### config.mk
export PLATFORM = sky130hd
export DESIGN_NAME = pe_network_interface
export DESIGN_NICKNAME = d
export VERILOG_FILES = /design/src/rtl/pe_network_interface_pkg.sv /design/src/rtl/nic_fifo.sv /design/src/rtl/pe_network_interface.sv
export SDC_FILE = /design/constraint.sdc
export NUM_CORES = 1
export LEC_CHECK = 0
export CORE_MARGIN = 10
export CORE_UTILIZATION = 45
export DETAILED_ROUTE_END_ITERATION = 10
export GPL_ROUTABILITY_DRIVEN = 0
export HOLD_SLACK_MARGIN = 0.02
export MAX_ROUTING_LAYER = met4
export PLACE_DENSITY = 0.67
export SLEW_MARGIN = 10
export SYNTH_ARGS = -nofsm -noshare
export SYNTH_HDL_FRONTEND = slang
export SYNTH_HIERARCHICAL = 1
export SYNTH_SLANG_ARGS = --single-unit
### constraint.sdc
create_clock -name clk -period 4.5 [get_ports clk]
set_input_delay 1.125 -clock clk [delete_from_list [all_inputs] [get_ports clk]]
set_output_delay 1.125 -clock clk [all_outputs]
set_load 0.02 [all_outputs]
### src/rtl/pe_network_interface_pkg.sv
// Shared definitions for the PE network interface.
//   FLIT_W          flit width in bits
//   VC_BIT          virtual-channel bit of a flit
//   X_HI/X_LO       signed X hop field
//   Y_HI/Y_LO       signed Y hop field
//   CNT_W           width of the saturating flit counters
//   inj_state_t     inject FSM state encoding
//   sat_inc()       saturating increment for the flit counters
package pe_network_interface_pkg;

  localparam int FLIT_W = 64;
  localparam int VC_BIT = 63;
  localparam int X_HI   = 55;
  localparam int X_LO   = 52;
  localparam int Y_HI   = 51;
  localparam int Y_LO   = 48;
  localparam int CNT_W  = 16;

  typedef enum logic {
    INJ_IDLE = 1'b0,
    INJ_HOLD = 1'b1
  } inj_state_t;

  function automatic logic [CNT_W-1:0] sat_inc(input logic [CNT_W-1:0] v);
    return (v == {CNT_W{1'b1}}) ? v : v + 1'b1;
  endfunction

endpackage

### src/rtl/nic_fifo.sv
// Synchronous first-word-fall-through FIFO.
//   clk, rst_n   clock, asynchronous active-low reset (empties the FIFO)
//   i_push/i_din write strobe and data (ignored while full)
//   i_pop        read strobe (ignored while empty)
//   o_dout       head entry; reads as zero while empty
//   o_full       no room for a push
//   o_empty      nothing to pop
module nic_fifo #(
  parameter int W     = 64,
  parameter int DEPTH = 4
) (
  input  logic         clk,
  input  logic         rst_n,
  input  logic         i_push,
  input  logic [W-1:0] i_din,
  input  logic         i_pop,
  output logic [W-1:0] o_dout,
  output logic         o_full,
  output logic         o_empty
);

  localparam int AW = $clog2(DEPTH);

  logic [W-1:0] r_mem [DEPTH];
  // Pointers carry one extra wrap bit so full and empty are distinguishable.
  logic [AW:0]  r_wr_ptr;
  logic [AW:0]  r_rd_ptr;
  logic         w_push;
  logic         w_pop;

  assign o_empty = (r_wr_ptr == r_rd_ptr);
  assign o_full  = (r_wr_ptr[AW] != r_rd_ptr[AW]) &&
                   (r_wr_ptr[AW-1:0] == r_rd_ptr[AW-1:0]);
  assign w_push  = i_push && !o_full;
  assign w_pop   = i_pop && !o_empty;
  // Gate the head so an empty FIFO never exposes stale storage.
  assign o_dout  = o_empty ? '0 : r_mem[r_rd_ptr[AW-1:0]];

  always_ff @(posedge clk or negedge rst_n) begin
    if (!rst_n) begin
      r_wr_ptr <= '0;
      r_rd_ptr <= '0;
    end else begin
      if (w_push) r_wr_ptr <= r_wr_ptr + 1'b1;
      if (w_pop)  r_rd_ptr <= r_rd_ptr + 1'b1;
    end
  end

  always_ff @(posedge clk) begin
    if (w_push) r_mem[r_wr_ptr[AW-1:0]] <= i_din;
  end

endmodule

### src/rtl/pe_network_interface.sv
// Network interface between a processing element and its router port.
//   clk, reset                        clock, asynchronous active-low reset
//   polarity                          router VC window
//   cpu_tx_valid/ready/flit           PE -> NIC flits (injection FIFO)
//   cpu_rx_valid/ready/flit           NIC -> PE flits (ejection FIFO, FWFT)
//   nicso/nicro/nicdo                 inject handshake to the router
//   nicsi/nicri/nicdi                 eject handshake from the router
//   tx_count/rx_count                 saturating injected/ejected flit counts
//   misroute_err                      sticky: ejected flit had nonzero hops
//   dbg_inj_state                     inject FSM state, for observation
//
// Handshake rule for every valid/ready pair here: a transfer happens at a
// rising edge where both are high; the sender holds data stable while valid
// is high and not yet accepted, and ready never depends on same-cycle valid.
module pe_network_interface
  import pe_network_interface_pkg::*;
#(
  parameter int DEPTH = 4
) (
  input  logic              clk,
  input  logic              reset,
  input  logic              polarity,
  input  logic              cpu_tx_valid,
  output logic              cpu_tx_ready,
  input  logic [FLIT_W-1:0] cpu_tx_flit,
  output logic              cpu_rx_valid,
  input  logic              cpu_rx_ready,
  output logic [FLIT_W-1:0] cpu_rx_flit,
  output logic              nicso,
  input  logic              nicro,
  output logic [FLIT_W-1:0] nicdo,
  input  logic              nicsi,
  output logic              nicri,
  input  logic [FLIT_W-1:0] nicdi,
  output logic [CNT_W-1:0]  tx_count,
  output logic [CNT_W-1:0]  rx_count,
  output logic              misroute_err,
  output inj_state_t        dbg_inj_state
);

  // Readies stay low through reset and rise on the first edge afterwards.
  logic              r_alive;
  inj_state_t        r_state;
  logic [FLIT_W-1:0] r_nicdo;
  logic [CNT_W-1:0]  r_tx_count;
  logic [CNT_W-1:0]  r_rx_count;
  logic              r_misroute;

  logic              w_inj_full;
  logic              w_inj_empty;
  logic [FLIT_W-1:0] w_inj_head;
  logic              w_inj_pop;
  logic              w_tx_push;
  logic              w_tx_done;

  logic              w_ej_full;
  logic              w_ej_empty;
  logic              w_rx_push;
  logic              w_rx_pop;
  logic              w_hops_nz;

  always_ff @(posedge clk or negedge reset) begin
    if (!reset) r_alive <= 1'b0;
    else        r_alive <= 1'b1;
  end

  // ---------------- inject path ----------------
  assign cpu_tx_ready = r_alive && !w_inj_full;
  assign w_tx_push    = cpu_tx_valid && cpu_tx_ready;

  // The router only accepts a flit whose VC bit matches its current window.
  assign nicso     = (r_state == INJ_HOLD) && (polarity == r_nicdo[VC_BIT]);
  assign w_tx_done = nicso && nicro;
  // Load the output register from idle, or refill it in the same edge a
  // transfer completes so back-to-back flits need no bubble.
  assign w_inj_pop = !w_inj_empty && ((r_state == INJ_IDLE) || w_tx_done);

  nic_fifo #(.W(FLIT_W), .DEPTH(DEPTH)) u_inj_fifo (
    .clk     (clk),
    .rst_n   (reset),
    .i_push  (w_tx_push),
    .i_din   (cpu_tx_flit),
    .i_pop   (w_inj_pop),
    .o_dout  (w_inj_head),
    .o_full  (w_inj_full),
    .o_empty (w_inj_empty)
  );

  always_ff @(posedge clk or negedge reset) begin
    if (!reset) begin
      r_state    <= INJ_IDLE;
      r_nicdo    <= '0;
      r_tx_count <= '0;
    end else begin
      case (r_state)
        INJ_IDLE: begin
          if (!w_inj_empty) begin
            r_nicdo <= w_inj_head;
            r_state <= INJ_HOLD;
          end
        end
        INJ_HOLD: begin
          if (w_tx_done) begin
            r_tx_count <= sat_inc(r_tx_count);
            if (!w_inj_empty) r_nicdo <= w_inj_head;
            else              r_state <= INJ_IDLE;
          end
        end
        default: r_state <= INJ_IDLE;
      endcase
    end
  end

  assign nicdo         = r_nicdo;
  assign tx_count      = r_tx_count;
  assign dbg_inj_state = r_state;

  // ---------------- eject path ----------------
  assign nicri        = r_alive && !w_ej_full;
  assign w_rx_push    = nicsi && nicri;
  assign cpu_rx_valid = !w_ej_empty;
  assign w_rx_pop     = cpu_rx_valid && cpu_rx_ready;
  // A flit arriving at its destination must have exhausted both hop counts.
  assign w_hops_nz    = (nicdi[X_HI:X_LO] != '0) || (nicdi[Y_HI:Y_LO] != '0);

  nic_fifo #(.W(FLIT_W), .DEPTH(DEPTH)) u_ej_fifo (
    .clk     (clk),
    .rst_n   (reset),
    .i_push  (w_rx_push),
    .i_din   (nicdi),
    .i_pop   (w_rx_pop),
    .o_dout  (cpu_rx_flit),
    .o_full  (w_ej_full),
    .o_empty (w_ej_empty)
  );

  always_ff @(posedge clk or negedge reset) begin
    if (!reset) begin
      r_rx_count <= '0;
      r_misroute <= 1'b0;
    end else if (w_rx_push) begin
      r_rx_count <= sat_inc(r_rx_count);
      if (w_hops_nz) r_misroute <= 1'b1;
    end
  end

  assign rx_count     = r_rx_count;
  assign misroute_err = r_misroute;

endmodule
* After elaboration in Yosys (flattened, before gate mapping) *
Memories as Yosys holds them, arrays and structs flattened.
Index checks and enable logic that the tools add are counted.

word-level totals
  memories = 2
  input bits = 135
  register bits after elaboration = 111
  logic and storage cells = 67
  output and inout port bits = 166
  memory bits (writable) = 512

operators by class
  reduce and logical (&&, ||, !) cells = 25
  $add $sub $neg = 6
  equal/unequal tests = 10
  bitwise operators = 3
  multiplexer cells = 11

memory list
  memory            depth  bits a word  rd ports  clocked after Yosys merged registers in  write ports  RTL line        source
  u_ej_fifo.r_mem   4      64           1         0                                        1            nic_fifo.sv:24  logic [W-1:0] r_mem [DEPTH];
  u_inj_fifo.r_mem  4      64           1         0                                        1            nic_fifo.sv:24

operators by type and width
  kind                                                   count
  2-to-1 mux 64 bit                                      3
  case mux 64 bit (2 select lines)                       1
  adder 16 x 1 -> 16 bit, second input constant          2
  == test 16 bit, second input constant                  2
  logical AND 1 bit                                      14
  adder 3 x 1 -> 3 bit, second input constant            4
  nonzero test 4 bit                                     2
  == test 3 bit                                          2
  2-to-1 mux 1 bit                                       6
  == test 2 bit                                          2
  zero test 1 bit                                        4
  AND reduction 2 bit                                    2
  NOT 1 bit                                              3
  AND reduction 3 bit                                    1
  logical OR 1 bit                                       2
  inequality test 1 bit                                  2
  inequality test 2 x 1 -> 1 bit, second input constant  1
  case mux 1 bit (2 select lines)                        1
  == test 1 bit                                          1

* Depth between registers and ports, before layout *
  depth in word-level cells = 8
  mapped depth = 11
  depth with buffers taken out = 8

* Modules after synthesis *
Netlist, hierarchy kept.

by module, submodules not included
  module                area an instance (um^2)  cells an instance  sequential area each (um^2)  times used
  nic_fifo              10420.0                  452                7837.5                       2
  pe_network_interface  4096.4                   301                2477.4                       1

* Worst setup path before layout *
No wires, ideal clock.

  path type = reg-to-reg
  start = register u_inj_fifo.r_rd_ptr[0]
  end = memory u_inj_fifo.r_mem[3][0], enable pin
  clock period less this slack = 4.256 ns
  setup slack = 0.244 ns
  data required time = 4.048 ns
  cell stages (with the launch flop) = 11
  setup time = 0.452 ns
  path buffers = 3
  arrival = 3.804 ns
  cell sequence = dfrtp_1 buf_6 buf_8 buf_12 xnor2_2 nand3_1 inv_1 nor2b_1 and2_1 nand2_1 a31oi_2

on the way
  longest elaborated chain between the ends = 8

RTL lines
  what                                    RTL line                    source
  from (decl)                             nic_fifo.sv:27              logic [AW:0] r_rd_ptr;
  from (signal assigned)                  nic_fifo.sv:45              if (w_pop) r_rd_ptr <= r_rd_ptr + 1'b1;
  == test 2 bit                           nic_fifo.sv:33              (r_wr_ptr[AW-1:0] == r_rd_ptr[AW-1:0]);
  logical AND 1 bit                       nic_fifo.sv:32              assign o_full = (r_wr_ptr[AW] != r_rd_ptr[AW]) &&
  named net w_inj_full                    pe_network_interface.sv:49  logic w_inj_full;
  zero test 1 bit                         pe_network_interface.sv:68  assign cpu_tx_ready = r_alive && !w_inj_full;
  logical AND 1 bit                       pe_network_interface.sv:68
  named net cpu_tx_ready                  pe_network_interface.sv:24  output logic cpu_tx_ready,
  logical AND 1 bit                       pe_network_interface.sv:69  assign w_tx_push = cpu_tx_valid && cpu_tx_ready;
  named net w_tx_push                     pe_network_interface.sv:53  logic w_tx_push;
  logical AND 1 bit                       nic_fifo.sv:34              assign w_push = i_push && !o_full;
  2-to-1 mux 1 bit                        nic_fifo.sv:50              if (w_push) r_mem[r_wr_ptr[AW-1:0]] <= i_din;
  2-to-1 mux 1 bit (implied by the code)  nic_fifo.sv:50
  to (decl)                               nic_fifo.sv:24

The timed path passes the listed nets, and every way through them passes these cells.

* Worst setup path in the final report *
  start = register u_ej_fifo.r_rd_ptr[1]
  end = output port cpu_rx_flit[57]

on the way
  longest elaborated chain between the ends = 2
  elaborated cells on any way between the ends = 3
  classes of those cells = eq/ne: 1; mux: 1; memory: 1

RTL lines
  what                    RTL line                    source
  from (decl)             nic_fifo.sv:27
  from (signal assigned)  nic_fifo.sv:45
  == test 3 bit           nic_fifo.sv:31              assign o_empty = (r_wr_ptr == r_rd_ptr);
  named net w_ej_empty    pe_network_interface.sv:57  logic w_ej_empty;
  2-to-1 mux 64 bit       nic_fifo.sv:37              assign o_dout = o_empty ? '0 : r_mem[r_rd_ptr[AW-1:0]];
  to (decl)               pe_network_interface.sv:28  output logic [FLIT_W-1:0] cpu_rx_flit,

The timed path passes the listed nets, and every way through them passes these cells.

==> flow_metrics.env <==
export IMPL_status="finished, final reports clean"
export IMPL_hp_class="reg -> reg"
export IMPL_hold_viol=0
export IMPL_cp_end_kind="primary output"
export IMPL_grt_pass1_vias=13200
export IMPL_syn_inst=1205
export IMPL_yosysUniqueCellTypes=47
export IMPL_worst_slack_ns=0.323
export IMPL_async_flop_share_pct=17.8
export IMPL_slew_headroom_pct=30.1
export IMPL_wl_mm=52.9
export IMPL_cts_setup_buffers=0
export IMPL_final_net_count=1691
export IMPL_fmax_ghz=0.239
export IMPL_crit_path_start="u_ej_fifo/r_rd_ptr[1]$_DFFE_PN0P_"
export IMPL_worst_ep_arrival_time_ns=3.05
export IMPL_drt_vias_per_instance=5.23
export IMPL_core_area_um2=55000
export IMPL_crit_type="reg -> out"
export IMPL_insertion_delay_ns=0.59
export IMPL_placed_area_um2=28900
export IMPL_min_period_over_period_pct=92.8
export IMPL_clock_sinks=623
export IMPL_std_cell_rows=86
export IMPL_tightest_slew_ns=1.05
export IMPL_die_h_um=255
export IMPL_io_pins=301
export IMPL_r2r_start="u_ej_fifo/r_rd_ptr[0]$_DFFE_PN0P_"
export IMPL_ir_drop_mv=0.509
export IMPL_area_delta_synth_final_pct=25.0
export IMPL_pwr_density_cell_nw_per_um2=706
export IMPL_fin_crit_ns=4.18
export IMPL_detail_route_antenna_nets=0
export IMPL_slowest_delay_ns=0.70
export IMPL_avgSynthCellArea_um2=20.7
export IMPL_critPathMaxFanout=55
export IMPL_cts_root_buffer="clkbuf_16"
export IMPL_fin_skew_ns=0.0190
export IMPL_synthFlopType="edfxtp_1"
export IMPL_drc=0
export IMPL_dp_hpwl_mm=33.3
export IMPL_mostFrequentLayoutCells="512 x edfxtp_1, 299 x clkdlybuf4s50_1, 128 x mux4_2"
export IMPL_pre_cts_slack_ns=0.842
export IMPL_yosysSeqAreaShare_pct=72.8
export IMPL_layout_commonest_cell="edfxtp_1"
export IMPL_design_die_area_um2=65200
export IMPL_cts_tree="built"
export IMPL_vias=12300
export IMPL_drt_first_pass_iters=5
export IMPL_worstHoldStart="misroute_err$_DFFE_PN0P_"
export IMPL_grt_overflow=0
export IMPL_synth_seq_cells=623
export IMPL_clkTransAtPathRegs_ns=0.06
export IMPL_grt_pass1_wl_mm=82.3
export IMPL_post_cts_resized=0
export IMPL_design_area_um2=31200
export IMPL_yosys_warnings=6
export IMPL_netlist_area_um2=24900
export IMPL_initial_utilization_pct=45.4
export IMPL_cts_buffer_depth=3
export IMPL_required_ns=3.38
export IMPL_whs_ns=0.494
export IMPL_setup_viol=0
export IMPL_h_tree_depth=3
export IMPL_cts_hold_buf=0
export IMPL_setup_tns_final_ns=0
export IMPL_cts_made_buffers=67
export IMPL_initialDrtViolationCount=822
export IMPL_drive_gt1_share_pct=25.2
export IMPL_nFillCells=4132
export IMPL_p_leak_nw=10.7
export IMPL_synth_nets=1352
export IMPL_track_usage_pct=16.6
export IMPL_crit_chain="xor2_1, nor3_4, buf_12, nor2b_1, clkdlybuf4s50_1"
export IMPL_wl_per_cell_um=22.4
export IMPL_cpMaxStageDelayCell="dfrtp_4"
export IMPL_cp_start_kind="register"
export IMPL_rsz0062_at_grt="no"
export IMPL_antenna_found_initial=12
export IMPL_synth_edf_count=512
export IMPL_io_buffers=300
export IMPL_die_w_um=255
export IMPL_max_cap_viol_count=0
export IMPL_report_final_slew_viol_count=0
export IMPL_grt_max_degree=72
## worst max-delay path, delay by kind of cell, from the launching register on
kind / cells / cell delay, ns
xor+xnor: 1 / 0.43
buf+inv: 2 / 0.91
simple gates: 2 / 0.38
flops: 1 / 0.70
## metal layers
metal / vias to the layer above / part of all wire, % / global-route usage, %
met5: - / 0 / -
met4: 0 / 1.6 / 4.47
met3: 64 / 7.7 / 5.21
met2: 363 / 50 / 26.5
met1: 6442 / 41 / 20.4
li1: 5475 / - / -
## where the power goes
part	switching (mW)	total (mW)	internal (mW)
sequential	0.537	7.83	7.29
clock	2.18	5.55	3.37
combinational	4.33	8.60	4.27
total	7.05	22.0	14.9
## cell families after synthesis
kind of cell	after synthesis	synth area share [%]
AOI/OAI and AO/OA	34	0.928
xor gates and xnor gates	49	1.90
adders and majority gates	12	0.602
buffers and inverters	65	1.90
DFF	623	72.8
muxes	195	14.6
other	1	0.0150
and+or+nand+nor	226	7.28
## final cells by class
type / count / area (um2) / share of cell area, %
sequential: 623 / 18200 / 58.3
multi-input combinational: 517 / 6380 / 20.5
timing repair buffer: 324 / 3360 / 10.8
clock buffer: 89 / 1850 / 5.94
tap: 748 / 936 / 3.00
clock inverter: 35 / 394 / 1.26
inverter: 11 / 41.3 / 0.133
antenna: 12 / 30.0 / 0.0964
## metrics by stage
stage / total power [mW] / std cells / util, %
final: 22.0 / 2359 / 56.7
after global routing: 23.1 / 2359 / 56.7
after CTS: 22.4 / 2347 / 56.6
after detailed placement: 16.7 / 2223 / 52.5
after global placement: 16.6 / 2223 / 52.5
after floorplan: 13.6 / 1205 / -
## worst paths after layout
check,endpoint,slack (ns),cells after the start
max,cpu_rx_flit[57],0.32,5
min,misroute_err$_DFFE_PN0P_,0.49,1
max reg2reg,u_ej_fifo/r_mem[0][16]$_DFFE_PP_,1.24,7
min reg2reg,misroute_err$_DFFE_PN0P_,0.49,1
max in group asynchronous,nicdo[39]$_DFFE_PN0P_,3.04,2
min in group asynchronous,nicdo[22]$_DFFE_PN0P_,0.57,1
## state kept, by name, indices dropped and copies added, names as in the netlist
| signal | count |
|---|---|
| rx_count | 16 |
| tx_count | 16 |
| u_inj_fifo/r_mem | 256 |
| u_ej_fifo/r_wr_ptr | 3 |
| u_ej_fifo/r_rd_ptr | 3 |
| nicdo | 64 |
| misroute_err | 1 |
| u_inj_fifo/r_wr_ptr | 3 |
| r_alive | 1 |
| dbg_inj_state | 1 |
| u_inj_fifo/r_rd_ptr | 3 |
| u_ej_fifo/r_mem | 256 |
## synth_stat cells (2+ instances only)
master    instances  area share (%)
nor2b_1          71             1.8
nor3_2            2           0.080
nor4_1            7            0.18
nor2_1            7            0.11
buf_12            2            0.16
nand2_1          14            0.21
buf_6            20            0.90
dfrtp_1         111              11
and2_1            2           0.050
o311ai_1          2           0.070
nand4_1          13            0.33
a21oi_1          13            0.26
xnor2_1          25            0.88
a31oi_2           2            0.10
and4_1            2           0.070
xor2_1           18            0.63
nor4_2            2            0.10
o31ai_1           9            0.27
buf_2            19            0.38
a31oi_1           2           0.050
mux4_2          128              12
buf_8             2            0.12
nand3_1          13            0.26
edfxtp_1        512              62
nor2b_4          58             3.2
xnor2_2           2            0.13
ha_1             12            0.60
mux2_2           67             3.0
a211oi_1          4            0.12
clkbuf_1         11            0.17
nor2b_2           2           0.070
xor2_2            4            0.26
and3_1           11            0.28
nor3_1            9            0.18
nand2b_1          5            0.13
inv_1            11            0.17
No activity file was read; power rests on OpenSTA's default activity.
